`src/rtl/fb_access_ctrl.sv`:
```
// Frame-buffer port arbiter: display reads win during active video, and blank
// cycles go to a full-buffer clear engine or to single drawing-engine writes.
module fb_access_ctrl #(
    parameter int FB_WIDTH  = 160,
    parameter int FB_HEIGHT = 120,
    parameter int FB_DEPTH  = 19200
) (
    input  logic        clk,
    input  logic        rst,
    input  logic [9:0]  h_cnt,
    input  logic [9:0]  v_cnt,
    input  logic [16:0] disp_addr,
    input  logic        wr_req,
    input  logic [16:0] wr_addr,
    input  logic [11:0] wr_data,
    output logic        wr_ack,
    input  logic        clr_start,
    input  logic [11:0] clr_color,
    output logic        clr_busy,
    output logic        clr_done,
    output logic [16:0] ram_addr,
    output logic [11:0] ram_din,
    output logic        ram_we,
    output logic        disp_valid
);

    localparam logic [14:0] LAST_PTR = 15'(FB_DEPTH - 1);
    localparam logic [16:0] DEPTH_17 = 17'(FB_DEPTH);

    generate
        if (FB_DEPTH != FB_WIDTH * FB_HEIGHT) begin : g_bad_depth
            $error("fb_access_ctrl: FB_DEPTH must equal FB_WIDTH*FB_HEIGHT");
        end
    endgenerate

    typedef enum logic [1:0] {
        IDLE  = 2'd0,
        CLEAR = 2'd1,
        DONE  = 2'd2
    } state_t;

    state_t      state_r, state_s;
    logic [14:0] clr_ptr_r, clr_ptr_s;
    logic [11:0] clr_color_r, clr_color_s;
    logic        active_s;
    logic [16:0] ram_addr_s;
    logic [11:0] ram_din_s;
    logic        ram_we_s;
    logic        wr_ack_s;
    logic        clr_busy_s;
    logic        clr_done_s;

    assign active_s = (h_cnt < 10'd640) && (v_cnt < 10'd480);

    // State, clear pointer and latched fill colour
    always_ff @(posedge clk or negedge rst) begin
        if (!rst) begin
            state_r     <= IDLE;
            clr_ptr_r   <= 15'd0;
            clr_color_r <= 12'd0;
        end else begin
            state_r     <= state_s;
            clr_ptr_r   <= clr_ptr_s;
            clr_color_r <= clr_color_s;
        end
    end

    // Next-state and next-output decode for the shared RAM port
    always_comb begin
        state_s     = state_r;
        clr_ptr_s   = clr_ptr_r;
        clr_color_s = clr_color_r;
        ram_addr_s  = ram_addr;
        ram_din_s   = ram_din;
        ram_we_s    = 1'b0;
        wr_ack_s    = 1'b0;
        if (active_s) begin
            ram_addr_s = disp_addr;
        end else begin
            ram_addr_s = ram_addr;
        end
        case (state_r)
            IDLE: begin
                if (clr_start) begin
                    clr_color_s = clr_color;
                    clr_ptr_s   = 15'd0;
                    state_s     = CLEAR;
                // The ack cycle itself is skipped: the requester only sees ack then.
                end else if (!active_s && wr_req && !wr_ack) begin
                    ram_addr_s = wr_addr;
                    ram_din_s  = wr_data;
                    ram_we_s   = (wr_addr < DEPTH_17);
                    wr_ack_s   = 1'b1;
                end else begin
                    state_s = IDLE;
                end
            end
            CLEAR: begin
                if (!active_s) begin
                    ram_addr_s = {2'b00, clr_ptr_r};
                    ram_din_s  = clr_color_r;
                    ram_we_s   = 1'b1;
                    clr_ptr_s  = clr_ptr_r + 15'd1;
                    if (clr_ptr_r == LAST_PTR) begin
                        state_s = DONE;
                    end else begin
                        state_s = CLEAR;
                    end
                end else begin
                    clr_ptr_s = clr_ptr_r;
                end
            end
            DONE: begin
                state_s = IDLE;
            end
            default: begin
                state_s = IDLE;
            end
        endcase
        clr_busy_s = (state_s != IDLE);
        clr_done_s = (state_s == DONE);
    end

    // Registered outputs
    always_ff @(posedge clk or negedge rst) begin
        if (!rst) begin
            ram_addr   <= 17'd0;
            ram_din    <= 12'd0;
            ram_we     <= 1'b0;
            wr_ack     <= 1'b0;
            clr_busy   <= 1'b0;
            clr_done   <= 1'b0;
            disp_valid <= 1'b0;
        end else begin
            ram_addr   <= ram_addr_s;
            ram_din    <= ram_din_s;
            ram_we     <= ram_we_s;
            wr_ack     <= wr_ack_s;
            clr_busy   <= clr_busy_s;
            clr_done   <= clr_done_s;
            disp_valid <= active_s;
        end
    end

endmodule

```
`config.mk`:
```
export PLATFORM = sky130hd
export DESIGN_NAME = fb_access_ctrl
export DESIGN_NICKNAME = d
export VERILOG_FILES = /design/src/rtl/fb_access_ctrl.sv
export SDC_FILE = /design/constraint.sdc
export NUM_CORES = 1
export LEC_CHECK = 0
export CORE_ASPECT_RATIO = 1.2
export CORE_UTILIZATION = 30
export CTS_BUF_LIST = sky130_fd_sc_hd__clkbuf_4 sky130_fd_sc_hd__clkbuf_8 sky130_fd_sc_hd__clkbuf_16
export CTS_CLUSTER_SIZE = 25
export DETAILED_ROUTE_END_ITERATION = 12
export HOLD_SLACK_MARGIN = 0.06
export SLEW_MARGIN = 20
export SYNTH_ARGS = -nofsm -noshare
export SYNTH_HDL_FRONTEND = slang
export SYNTH_SLANG_ARGS = --single-unit
export TNS_END_PERCENT = 1
```
`constraint.sdc`:
```
create_clock -name clk -period 4 [get_ports clk]
set_input_delay 0.4 -clock clk [delete_from_list [all_inputs] [get_ports clk]]
set_output_delay 0.4 -clock clk [all_outputs]
set_load 0.005 [all_outputs]
```
==> load_flow_metrics.sql, run 1 <==
INSERT INTO impl_metrics (metric_group, metric, value, unit) VALUES
('run_status', 'outcome', 'finished, final reports clean', ''),
('routing', 'routed_via_count', '2887', ''),
('timing', 'finalMaxSlewViolations', '0', ''),
('setup_path', 'worst-path-buf-inv', '0', ''),
('placed_design', 'area_after_dpl', '4200', 'µm²'),
('logic_synthesis', 'synth_top_area_cell', 'sky130_fd_sc_hd__dfrtp_1', ''),
('placed_design', 'detailedPlacementHpwl', '6020', 'µm'),
('timing', 'finalCriticalPeriod', '2760', 'ps'),
('cts', 'clock_path_buffers', '2', ''),
('finish', 'post-route-cell-area', '4520', 'µm²'),
('routing', 'post-route-drc-count', '0', ''),
('logic_synthesis', 'synthesis.nets', '413', ''),
('global_routing', 'grt_pass1_wl', '14400', 'µm'),
('placed_design', 'gp_congestion', '0.771', ''),
('cts', 'number_of_hold_buffers_added_after_cts', '0', ''),
('routing', 'routed_wl', '8930', 'µm'),
('logic_synthesis', 'synth-async-reset-ratio', '100', '%'),
('finish', 'layout.cells.most_common_list', '102 x sky130_fd_sc_hd__clkdlybuf4s50_1, 74 x sky130_fd_sc_hd__nand2_1, 63 x sky130_fd_sc_hd__dfrtp_1, 33 x sky130_fd_sc_hd__nor2_1', ''),
('placed_design', 'port-buffer-count', '103', ''),
('global_routing', 'grt_pass1_vias', '2884', ''),
('logic_synthesis', 'synth_area_per_cell', '9.29', 'µm²'),
('routing', 'postRouteAntennaNets', '0', ''),
('timing', 'finalSetupViolations', '0', ''),
('cts', 'cts-buffers-inserted', '9', ''),
('timing', 'fin_skew', '7.75', 'ps'),
('setup_path', 'timing.critical_path.max_delay_family', 'simple AND/OR/NAND/NOR gates', ''),
('pwr', 'ir_worst_vdd', '232', 'µV'),
('timing', 'rsz_0062_raised_after_global_routing', 'no', ''),
('cts', 'root_buffer', 'sky130_fd_sc_hd__clkbuf_16', ''),
('pwr', 'p_per_area', '499', 'nW/µm²'),
('timing', 'maxSlewHeadroom', '38.5', '%'),
('hold_path', 'hold_path.class', 'primary input to async pin', ''),
('timing', 'ratio_of_final_minimum_period_to_clock_period', '68.9', '%'),
('cts', 'tritoncts_clock_tree', 'yes', ''),
('logic_synthesis', 'syn_inst', '330', ''),
('logic_synthesis', 'synth.yosys.warnings', '0', ''),
('timing', 'fmaxAchievable', '0.363', 'GHz'),
('floorplanning', 'die_height', '113', 'µm'),
('global_routing', 'grt.overflow.total', '0', ''),
('finish', 'layout-drive-gt1-share', '6.26', '%'),
('timing', 'final-hold-violation-count', '0', ''),
('global_routing', 'antenna_violations_before_repair', '0', ''),
('setup_path', 'timing.reg2reg.worst_path_depth', '4', ''),
('logic_synthesis', 'cell_area_synth', '3070', 'µm²'),
('cts', 'cts_resized', '0', ''),
('setup_path', 'crit_startpoint', 'state_r[0]', ''),
('run', 'cap_violations', '0', ''),
('timing', 'tns', '0', 'ps'),
('logic_synthesis', 'cell_variety_after_synth', '44', ''),
('timing', 'setup_slack', '1240', 'ps'),
('routing', 'first_pass_iters', '4', ''),
('routing', 'route.detailed.wl_per_inst', '16.0', 'µm'),
('floorplanning', 'total_die_area', '10600', 'µm²'),
('routing', 'routed_via_count_divided_by_cell_count', '5.18', ''),
('global_routing', 'grt_max_degree', '42', ''),
('floorplanning', 'die_width', '94.3', 'µm'),
('floorplanning', 'io_pins', '116', ''),
('pwr', 'power_leakage', '1.91', 'nW'),
('floorplanning', 'coreArea', '9960', 'µm²'),
('setup_path', 'cell_breakdown_of_the_critical_path', 'nand2b_1 > a2111o_1 > or3_1 > a21oi_1', ''),
('finish', 'insertedDiodeCount', '0', ''),
('finish', 'areaGrowthSynthToFinish', '47.6', '%'),
('timing', 'timing.hold.ws', '213', 'ps'),
('global_routing', 'gr-usage-all-layers', '17.4', '%'),
('setup_path', 'worst_ep_arrival_time', '2990', 'ps'),
('placed_design', 'dpl_worst_slack', '1250', 'ps'),
('cts', 'ctsHtreeMaxLevel', '3', ''),
('finish', 'mostFrequentLayoutCell', 'sky130_fd_sc_hd__clkdlybuf4s50_1', ''),
('logic_synthesis', 'synth-edff-count', '0', ''),
('logic_synthesis', 'yosys-top-cells-area', 'sky130_fd_sc_hd__dfrtp_1 51%, sky130_fd_sc_hd__nand2_1 9.1%, sky130_fd_sc_hd__a221o_1 4.2%', ''),
('cts', 'worst_setup_hold_path_clk_slew', '60', 'ps');
## synth_stat cells (2+ instances only)
cell type and number:
sky130_fd_sc_hd__a211oi_1 2, sky130_fd_sc_hd__a21oi_1 9, sky130_fd_sc_hd__a221o_1 13, sky130_fd_sc_hd__a22oi_1 13, sky130_fd_sc_hd__a31oi_1 12, sky130_fd_sc_hd__and3_1 2, sky130_fd_sc_hd__buf_1 2, sky130_fd_sc_hd__buf_2 6
sky130_fd_sc_hd__clkbuf_1 15, sky130_fd_sc_hd__dfrtp_1 63, sky130_fd_sc_hd__inv_1 5, sky130_fd_sc_hd__mux2i_1 4, sky130_fd_sc_hd__nand2_1 74, sky130_fd_sc_hd__nand3_1 9, sky130_fd_sc_hd__nand4_1 3, sky130_fd_sc_hd__nor2_1 33
sky130_fd_sc_hd__o211ai_1 2, sky130_fd_sc_hd__o21ai_0 12, sky130_fd_sc_hd__o21ai_1 3, sky130_fd_sc_hd__o221ai_1 2, sky130_fd_sc_hd__o22a_1 13, sky130_fd_sc_hd__o31ai_1 4, sky130_fd_sc_hd__or3_1 8
## worst min-delay path by stage
stage                    start         endpoint  slack (ps)  cells after the start
5_1_grt                    rst      ram_din[11]         300                      1
3_3_place_gp    clr_color_r[4]   clr_color_r[4]         460                      2
3_5_place_dp   clr_color_r[11]  clr_color_r[11]         460                      2
4_1_cts                    rst      ram_din[11]         260                      1
6_report                   rst      ram_din[11]         210                      1
2_1_floorplan              rst         clr_busy         100                      0
## routing by layer
layer	routed length [µm]	track usage [%]	part of all wire, %
met3	551	3.63	6.2
met1	4040	21.9	45
met4	108	5.85	1.2
met5	0	0	0
met2	4230	29.3	47
## logic make-up (layout without fill, tap and decap cells)
| logic type | Yosys count | in the layout | synth area share (%) |
|---|---|---|---|
| compound gates | 94 | 94 | 23.1 |
| flops | 63 | 63 | 51.4 |
| mux | 4 | 4 | 1.31 |
| fa+ha+maj | 1 | 1 | 0.408 |
| simple gates | 139 | 139 | 19.9 |
| buf+inv | 29 | 130 | 3.80 |
## area by class of cell
class | instances | area [µm²]
Fill cell | 972 | 5440
Sequential cell | 63 | 1580
Multi-Input combinational cell | 238 | 1380
Timing Repair Buffer | 108 | 1060
Clock buffer | 11 | 246
Tap cell | 126 | 158
Clock inverter | 5 | 81.3
Inverter | 6 | 22.5
## sequential cells by signal, summed over array words and instances (netlist names)
register and count:
clr_busy 1, clr_color_r 12, clr_done 1, clr_ptr_r 15, disp_valid 1, ram_addr 17
ram_din 12, ram_we 1, state_r 2, wr_ack 1
## through the flow
stage | instances | util [%] | total power [mW]
floorplan | 330 | - | 1.12
global placement | 541 | 42.1 | 1.41
detailed placement | 541 | 42.1 | 1.41
CTS | 557 | 45.4 | 2.28
global route | 557 | 45.4 | 2.38
finish | 557 | 45.4 | 2.26
## where the power goes
group,switching [mW],total [mW],internal (mW)
registers,0.113,0.890,0.777
clock network,0.284,0.853,0.569
logic,0.208,0.512,0.304
total,0.605,2.26,1.65
## worst register-to-register path, stage by stage (launching register included)
cell	delay (ps)
sky130_fd_sc_hd__dfrtp_1	830
sky130_fd_sc_hd__nand2b_1	610
sky130_fd_sc_hd__a2111o_1	660
sky130_fd_sc_hd__or3_1	400
sky130_fd_sc_hd__a21oi_1	170
(Power assumes the default switching activity.)
==> run 2, diff against run 1 <==
Clock period 4 ns to 2.75 ns, I/O delays scaled along.
==> run 2 against run 1 <==
Compared with the run above: sequential power rose by 45%; sequential share of layout area fell by 0.067 points; worst setup slack got worse by 430 ps; via count fell by 0.55%; non-clock buffer count rose by 7; register-to-register slack got worse by 430 ps; clock-buffer cell count did not move; largest power group unchanged; die area did not move; wire length fell by 2.3%; final cell count rose by 1.1%; sequential cell count did not move.
==> load_flow_metrics.sql, run 2 (same netlist as run 1, synthesis figures left out) <==
INSERT INTO impl_metrics (metric_group, metric, value, unit) VALUES
('run_status', 'outcome', 'finished, final reports clean', ''),
('cts', 'cts_resized', '0', ''),
('setup_path', 'worst_ep_arrival_time', '2170', 'ps'),
('timing', 'finalMaxSlewViolations', '0', ''),
('cts', 'clock_path_buffers', '2', ''),
('timing', 'worst_slew_pin_slew', '760', 'ps'),
('setup_path', 'crit_startpoint', 'clr_ptr_r[1]', ''),
('routing', 'first_pass_iters', '4', ''),
('finish', 'layout-drive-gt1-share', '7.32', '%'),
('timing', 'timing.hold.ws', '472', 'ps'),
('finish', 'largestRegisters', 'ram_addr: 17 flops, clr_ptr_r: 15 flops', ''),
('cts', 'postCtsSetupRepairBufs', '0', ''),
('finish', 'layout.area.seq', '1580', 'µm²'),
('setup_path', 'worstPathRequired', '2990', 'ps'),
('setup_path', 'r2r_slack', '810', 'ps'),
('hold_path', 'hold_path.class', 'flop to flop', ''),
('placed_design', 'dpl_worst_slack', '535', 'ps'),
('pwr', 'power.switching_fraction', '28.0', '%'),
('global_routing', 'gr-usage-met3', '4.23', '%'),
('timing', 'finalCriticalPeriod', '1940', 'ps'),
('floorplanning', 'die_width', '94.3', 'µm'),
('cts', 'tritoncts_clock_tree', 'yes', ''),
('floorplanning', 'coreArea', '9960', 'µm²'),
('pwr', 'ir_worst_vdd', '432', 'µV'),
('global_routing', 'grt_max_degree', '35', ''),
('finish', 'multiInputGateArea', '1380', 'µm²'),
('setup_path', 'path_class', 'flop to flop', ''),
('floorplanning', 'io_pins', '116', ''),
('finish', 'insertedDiodeCount', '0', ''),
('cts', 'worst_setup_hold_path_clk_slew', '60', 'ps'),
('timing', 'final-hold-violation-count', '0', ''),
('floorplanning', 'die_height', '113', 'µm'),
('timing', 'fmaxAchievable', '0.516', 'GHz'),
('timing', 'fin_skew', '6.27', 'ps'),
('setup_path', 'setup.worst_path.end_class', 'flop', ''),
('timing', 'tns', '0', 'ps'),
('pwr', 'pwr-share-clk', '33.3', '%'),
('timing', 'ratio_of_final_minimum_period_to_clock_period', '70.4', '%'),
('timing', 'rsz_0062_raised_after_global_routing', 'no', ''),
('placed_design', 'port-buffer-count', '103', ''),
('routing', 'routed_via_count', '2871', ''),
('cts', 'number_of_hold_buffers_added_after_cts', '1', ''),
('routing', 'routed_via_count_divided_by_cell_count', '5.10', ''),
('setup_path', 'timing.reg2reg.worst_path_depth', '5', ''),
('pwr', 'combinational_share_of_power', '24.8', '%'),
('setup_path', 'timing.critical_path.to', 'clr_ptr_r[14]', ''),
('global_routing', 'gr-usage-all-layers', '17.0', '%'),
('placed_design', 'detailedPlacementHpwl', '6060', 'µm'),
('finish', 'final_nets', '516', ''),
('global_routing', 'grt.overflow.total', '0', ''),
('timing', 'finalSetupViolations', '0', ''),
('setup_path', 'crit_path_max_fanout', '12', ''),
('setup_path', 'rr_startpoint', 'clr_ptr_r[1]', ''),
('routing', 'route.detailed.wl_per_inst', '15.5', 'µm'),
('global_routing', 'antenna_violations_before_repair', '0', ''),
('timing', 'maxSlewHeadroom', '49.1', '%'),
('pwr', 'p_per_area', '679', 'nW/µm²'),
('cts', 'cts-buffers-inserted', '9', ''),
('cts', 'root_buffer', 'sky130_fd_sc_hd__clkbuf_16', ''),
('floorplanning', 'core.rowCount', '40', ''),
('global_routing', 'use_met2', '29.0', '%'),
('global_routing', 'grt_pass1_wl', '14100', 'µm'),
('routing', 'postRouteAntennaNets', '0', ''),
('placed_design', 'gp_congestion', '0.755', ''),
('pwr', 'total_switching_power', '0.862', 'mW'),
('floorplanning', 'total_die_area', '10600', 'µm²'),
('cts', 'ctsHtreeMaxLevel', '3', ''),
('pwr', 'seqPwrFrac', '41.9', '%'),
('routing', 'routed_wl', '8720', 'µm'),
('global_routing', 'met1_usage', '21.3', '%'),
('floorplanning', 'floorplan.initialDensity', '30.8', '%'),
('finish', 'areaGrowthSynthToFinish', '47.8', '%'),
('hold_path', 'launch_point_of_the_worst_hold_path', 'clr_color_r[4]', ''),
('global_routing', 'grt_pass1_vias', '2932', ''),
('pwr', 'cellInternalPower', '2.22', 'mW'),
('setup_path', 'crit-reg2reg-capture', 'clr_ptr_r[14]', ''),
('cts', 'worstSkewPairLatency', '320', 'ps'),
('routing', 'initialDrtViolationCount', '124', ''),
('global_routing', 'busiest_layer', 'met2', ''),
('cts', 'tritoncts_num_sinks', '63', ''),
('routing', 'post-route-drc-count', '0', ''),
('pwr', 'power_leakage', '1.92', 'nW'),
('finish', 'final.fill_count', '939', ''),
('finish', 'largest_register_ffs', '17', ''),
('run', 'cap_violations', '0', ''),
('finish', 'layout.cells.most_common_list', '102 x sky130_fd_sc_hd__clkdlybuf4s50_1, 74 x sky130_fd_sc_hd__nand2_1, 63 x sky130_fd_sc_hd__dfrtp_1, 33 x sky130_fd_sc_hd__nor2_1', ''),
('finish', 'mostFrequentLayoutCell', 'sky130_fd_sc_hd__clkdlybuf4s50_1', ''),
('finish', 'regMostFlops', 'ram_addr', ''),
('timing', 'setup_slack', '813', 'ps'),
('setup_path', 'critical_path.startpoint_type', 'flop', '');
run 2: cell count changes in the layout (fill, tap and decap cells not counted):
cell                            delta
sky130_fd_sc_hd__buf_12            +1
sky130_fd_sc_hd__buf_4             +5
sky130_fd_sc_hd__bufinv_16         -2
sky130_fd_sc_hd__clkinv_2          +2
sky130_fd_sc_hd__clkinv_4          -1
sky130_fd_sc_hd__dlygate4sd3_1     +1
run 2: metrics by stage:
step / util (%) / instance area [µm²] / total power, mW / cells
after floorplan: - / 3070 / 1.62 / 330
after global placement: 42.7 / 4250 / 2.06 / 547
after detailed placement: 42.7 / 4250 / 2.07 / 547
after CTS: 45.5 / 4530 / 3.12 / 563
after global routing: 45.5 / 4530 / 3.26 / 563
final: 45.5 / 4530 / 3.08 / 563
run 2: power by group through the flow:
| stage | logic [mW] | registers [mW] | clock network, mW |
|---|---|---|---|
| CTS | 0.774 | 1.29 | 1.05 |
| detailed placement | 0.768 | 1.30 | 0 |
| global route | 0.852 | 1.32 | 1.09 |
| floorplan | 0.347 | 1.28 | 0 |
| global placement | 0.759 | 1.30 | 0 |
| finish | 0.763 | 1.29 | 1.03 |
run 2: worst min path at each step:
| stage | to | slack (ps) | cells past startpoint |
|---|---|---|---|
| 3_5_place_dp | clr_color_r[9] | 370 | 1 |
| 2_1_floorplan | clr_busy | -20 | 0 |
| 4_1_cts | clr_color_r[4] | 480 | 2 |
| 5_1_grt | clr_color_r[8] | 490 | 3 |
| 3_3_place_gp | clr_color_r[9] | 370 | 1 |
| 6_report | clr_color_r[4] | 470 | 2 |
run 2: final cells by class:
| type | count | area share (%) |
|---|---|---|
| Clock inverter | 4 | 0.497 |
| Clock buffer | 11 | 5.44 |
| Tap cell | 126 | 3.48 |
| Inverter | 6 | 0.497 |
| Timing Repair Buffer | 115 | 25.0 |
| Sequential cell | 63 | 34.8 |
| Multi-Input combinational cell | 238 | 30.3 |
run 2: worst max-delay path: stages (launching register included):
cell and delay [ps]:
sky130_fd_sc_hd__dfrtp_1 410, sky130_fd_sc_hd__ha_1 180, sky130_fd_sc_hd__and3_1 210, sky130_fd_sc_hd__o211ai_1 330
sky130_fd_sc_hd__or4_1 570, sky130_fd_sc_hd__a21oi_1 160
run 2: layer usage:
metal / routed length (µm) / share of wire (%)
met2: 4250 / 49
met5: 0 / 0
met3: 513 / 5.9
met4: 34 / 0.39
met1: 3930 / 45
==> run 3, diff against run 2 <==
Clock period 2.75 ns to 1.75 ns, I/O delays scaled along.
==> run 3 against run 2 <==
Compared with the run above: clock skew rose by 1.7 ps; sequential share of layout area decreased by 1.9 points; clock-buffer cell count is 1 lower; combinational power grew 77%; final cell count rose by 3.6%; largest power group unchanged; first-iteration DRC count grew 3.2%; wire length is 2.9% higher; core utilization increased by 2.6 points; register-to-register slack lost 780 ps; clock power is 88% higher.
==> load_flow_metrics.sql, run 3 (same netlist as run 1, synthesis figures left out) <==
INSERT INTO impl_metrics (metric_group, metric, value, unit) VALUES
('placed_design', 'area_after_dpl', '4410', 'µm²'),
('finish', 'final_nets', '535', ''),
('cts', 'clock_path_buffers', '2', ''),
('pwr', 'power_leakage', '2.04', 'nW'),
('timing', 'tns', '0', 'ps'),
('placed_design', 'dp_cells', '565', ''),
('global_routing', 'gr-usage-all-layers', '17.5', '%'),
('run_status', 'outcome', 'finished, final reports clean', ''),
('finish', 'layout-drive-gt1-share', '12.3', '%'),
('pwr', 'post-layout-total-power', '5.30', 'mW'),
('cts', 'tritoncts_clock_tree', 'yes', ''),
('finish', 'largestRegisters', 'ram_addr: 17 flops, clr_ptr_r: 15 flops', ''),
('floorplanning', 'die_height', '113', 'µm'),
('floorplanning', 'die_width', '94.3', 'µm'),
('cts', 'worst_setup_hold_path_clk_slew', '60', 'ps'),
('routing', 'routed_via_count_divided_by_cell_count', '5.18', ''),
('global_routing', 'antenna_violations_before_repair', '0', ''),
('setup_path', 'setup.worst_path.end_class', 'flop', ''),
('floorplanning', 'core.rowCount', '40', ''),
('hold_path', 'hold_path.class', 'primary input to flop', ''),
('global_routing', 'grt.overflow.total', '0', ''),
('routing', 'postRouteAntennaNets', '0', ''),
('setup_path', 'worst_path_largest_cell_delay', '530', 'ps'),
('cts', 'cts-buffers-inserted', '9', ''),
('timing', 'finalMaxSlewViolations', '0', ''),
('global_routing', 'grt_pass1_wl', '14700', 'µm'),
('placed_design', 'gp_congestion', '0.779', ''),
('finish', 'finalNonFillerCells', '583', ''),
('pwr', 'ir_worst_vdd', '545', 'µV'),
('placed_design', 'detailedPlacementHpwl', '6450', 'µm'),
('placed_design', 'dpl_worst_slack', '-213', 'ps'),
('global_routing', 'grt_pass1_vias', '3023', ''),
('setup_path', 'worstPathRequired', '2000', 'ps'),
('timing', 'ratio_of_final_minimum_period_to_clock_period', '98.1', '%'),
('timing', 'finalCriticalPeriod', '1720', 'ps'),
('floorplanning', 'coreArea', '9960', 'µm²'),
('setup_path', 'crit_path_max_fanout', '5', ''),
('finish', 'mostFrequentLayoutCell', 'sky130_fd_sc_hd__clkdlybuf4s50_1', ''),
('routing', 'first_pass_iters', '6', ''),
('floorplanning', 'total_die_area', '10600', 'µm²'),
('routing', 'post-route-drc-count', '0', ''),
('timing', 'rsz_0062_raised_after_global_routing', 'yes', ''),
('setup_path', 'cell_breakdown_of_the_critical_path', 'ha_2 > and3_4 > o211ai_1 > or4_1 > a21oi_2', ''),
('timing', 'finalSetupViolations', '0', ''),
('cts', 'tritoncts_num_sinks', '63', ''),
('cts', 'root_buffer', 'sky130_fd_sc_hd__clkbuf_16', ''),
('routing', 'routed_via_count', '3022', ''),
('finish', 'areaGrowthSynthToFinish', '56.2', '%'),
('timing', 'setup_slack', '33.8', 'ps'),
('setup_path', 'critical_path.startpoint_type', 'flop', ''),
('setup_path', 'path_class', 'flop to flop', ''),
('cts', 'postCtsSetupRepairBufs', '0', ''),
('finish', 'regMostFlops', 'ram_addr', ''),
('finish', 'layout.cells.most_common_list', '102 x sky130_fd_sc_hd__clkdlybuf4s50_1, 74 x sky130_fd_sc_hd__nand2_1, 63 x sky130_fd_sc_hd__dfrtp_1, 33 x sky130_fd_sc_hd__nor2_1, 26 x sky130_fd_sc_hd__buf_4', ''),
('placed_design', 'port-buffer-count', '103', ''),
('setup_path', 'timing.critical_path.max_delay_family', 'simple AND/OR/NAND/NOR gates', ''),
('finish', 'largest_register_ffs', '17', ''),
('timing', 'maxSlewHeadroom', '61.0', '%'),
('routing', 'route.detailed.wl_per_inst', '15.4', 'µm'),
('cts', 'ctsHtreeMaxLevel', '3', ''),
('pwr', 'p_per_area', '1110', 'nW/µm²'),
('finish', 'insertedDiodeCount', '0', ''),
('timing', 'fin_skew', '7.98', 'ps'),
('finish', 'post-route-cell-area', '4790', 'µm²'),
('global_routing', 'grt_max_degree', '40', ''),
('timing', 'worst_slew_pin_slew', '585', 'ps'),
('floorplanning', 'io_pins', '116', ''),
('setup_path', 'crit_path_max_delay_cell_type', 'sky130_fd_sc_hd__or4_1', ''),
('setup_path', 'worst_ep_arrival_time', '1970', 'ps'),
('run', 'cap_violations', '0', ''),
('routing', 'initialDrtViolationCount', '128', ''),
('routing', 'routed_wl', '8980', 'µm'),
('cts', 'worstSkewPairLatency', '320', 'ps'),
('finish', 'final.fill_count', '949', ''),
('floorplanning', 'floorplan.initialDensity', '30.8', '%'),
('timing', 'fmaxAchievable', '0.583', 'GHz'),
('setup_path', 'worst-path-buf-inv', '0', ''),
('timing', 'final-hold-violation-count', '0', '');
run 3: changes by cell type in the layout (fill, tap and decap cells not counted), sizes merged:
cell	before	now
clkinvlp	1	2
inv	6	8
buf	12	30
clkbuf	11	10
o211ai	2	3
bufinv	0	2
clkinv	3	0
run 3: final cells by class:
class | instances | area (µm²) | area share, %
clock buffer | 10 | 233 | 4.86
tap | 126 | 158 | 3.29
multi-input combinational | 239 | 1410 | 29.5
clock inverter | 6 | 92.6 | 1.93
inverter | 6 | 22.5 | 0.470
sequential | 63 | 1580 | 32.9
timing repair buffer | 133 | 1290 | 27.0
run 3: report_power, final:
part / internal [mW] / switching (mW) / leakage (nW)
Combinational: 0.802 / 0.553 / 1.09
Clock: 1.27 / 0.667 / 0.153
Sequential: 1.78 / 0.225 / 0.790
Total: 3.85 / 1.44 / 2.04
run 3: metal layers:
layer  vias to the layer above  part of all wire, %  GRT usage, %
met5                         -                    0             0
met4                         0                  1.2          5.44
met3                         9                  6.6          3.97
met2                       105                   48          30.0
met1                      1466                   44          21.6
li1                       1442                    -             -
run 3: path summary, 6_finish.rpt:
| kind | startpoint | endpoint | slack, ps | cells after the start |
|---|---|---|---|---|
| setup / recovery | clr_ptr_r[1] | clr_ptr_r[14] | 30 | 5 |
| hold / removal | clr_color[1] | clr_color_r[1] | 370 | 3 |
| setup reg to reg | clr_ptr_r[1] | clr_ptr_r[14] | 30 | 5 |
| hold reg to reg | clr_color_r[6] | clr_color_r[6] | 470 | 2 |
| max in group asynchronous | rst | clr_ptr_r[13] | 740 | 3 |
| min in group asynchronous | rst | clr_color_r[7] | 380 | 2 |
run 3: metrics by stage:
stage               hold WS (ps)  util, %
finish                       373     48.1
global route                 394     48.1
CTS                          371     47.8
detailed placement           208     44.3
global placement             209     44.3
floorplan                   -121        -
run 3: timing repair:
action | in CTS | in global routing
pin swaps | 1 | 1
hold buffers | 1 | 0
endpoints found under the setup margin | 2 | 18
gates resized for setup | 1 | 6
endpoints found under the hold margin | 24 | 0
gates cloned | 1 | 0
run 3: tightest hold or removal path, cell delays in order:
cell and delay [ps]:
sky130_fd_sc_hd__clkdlybuf4s50_1 390, sky130_fd_sc_hd__nand2_1 50, sky130_fd_sc_hd__nand2_1 40
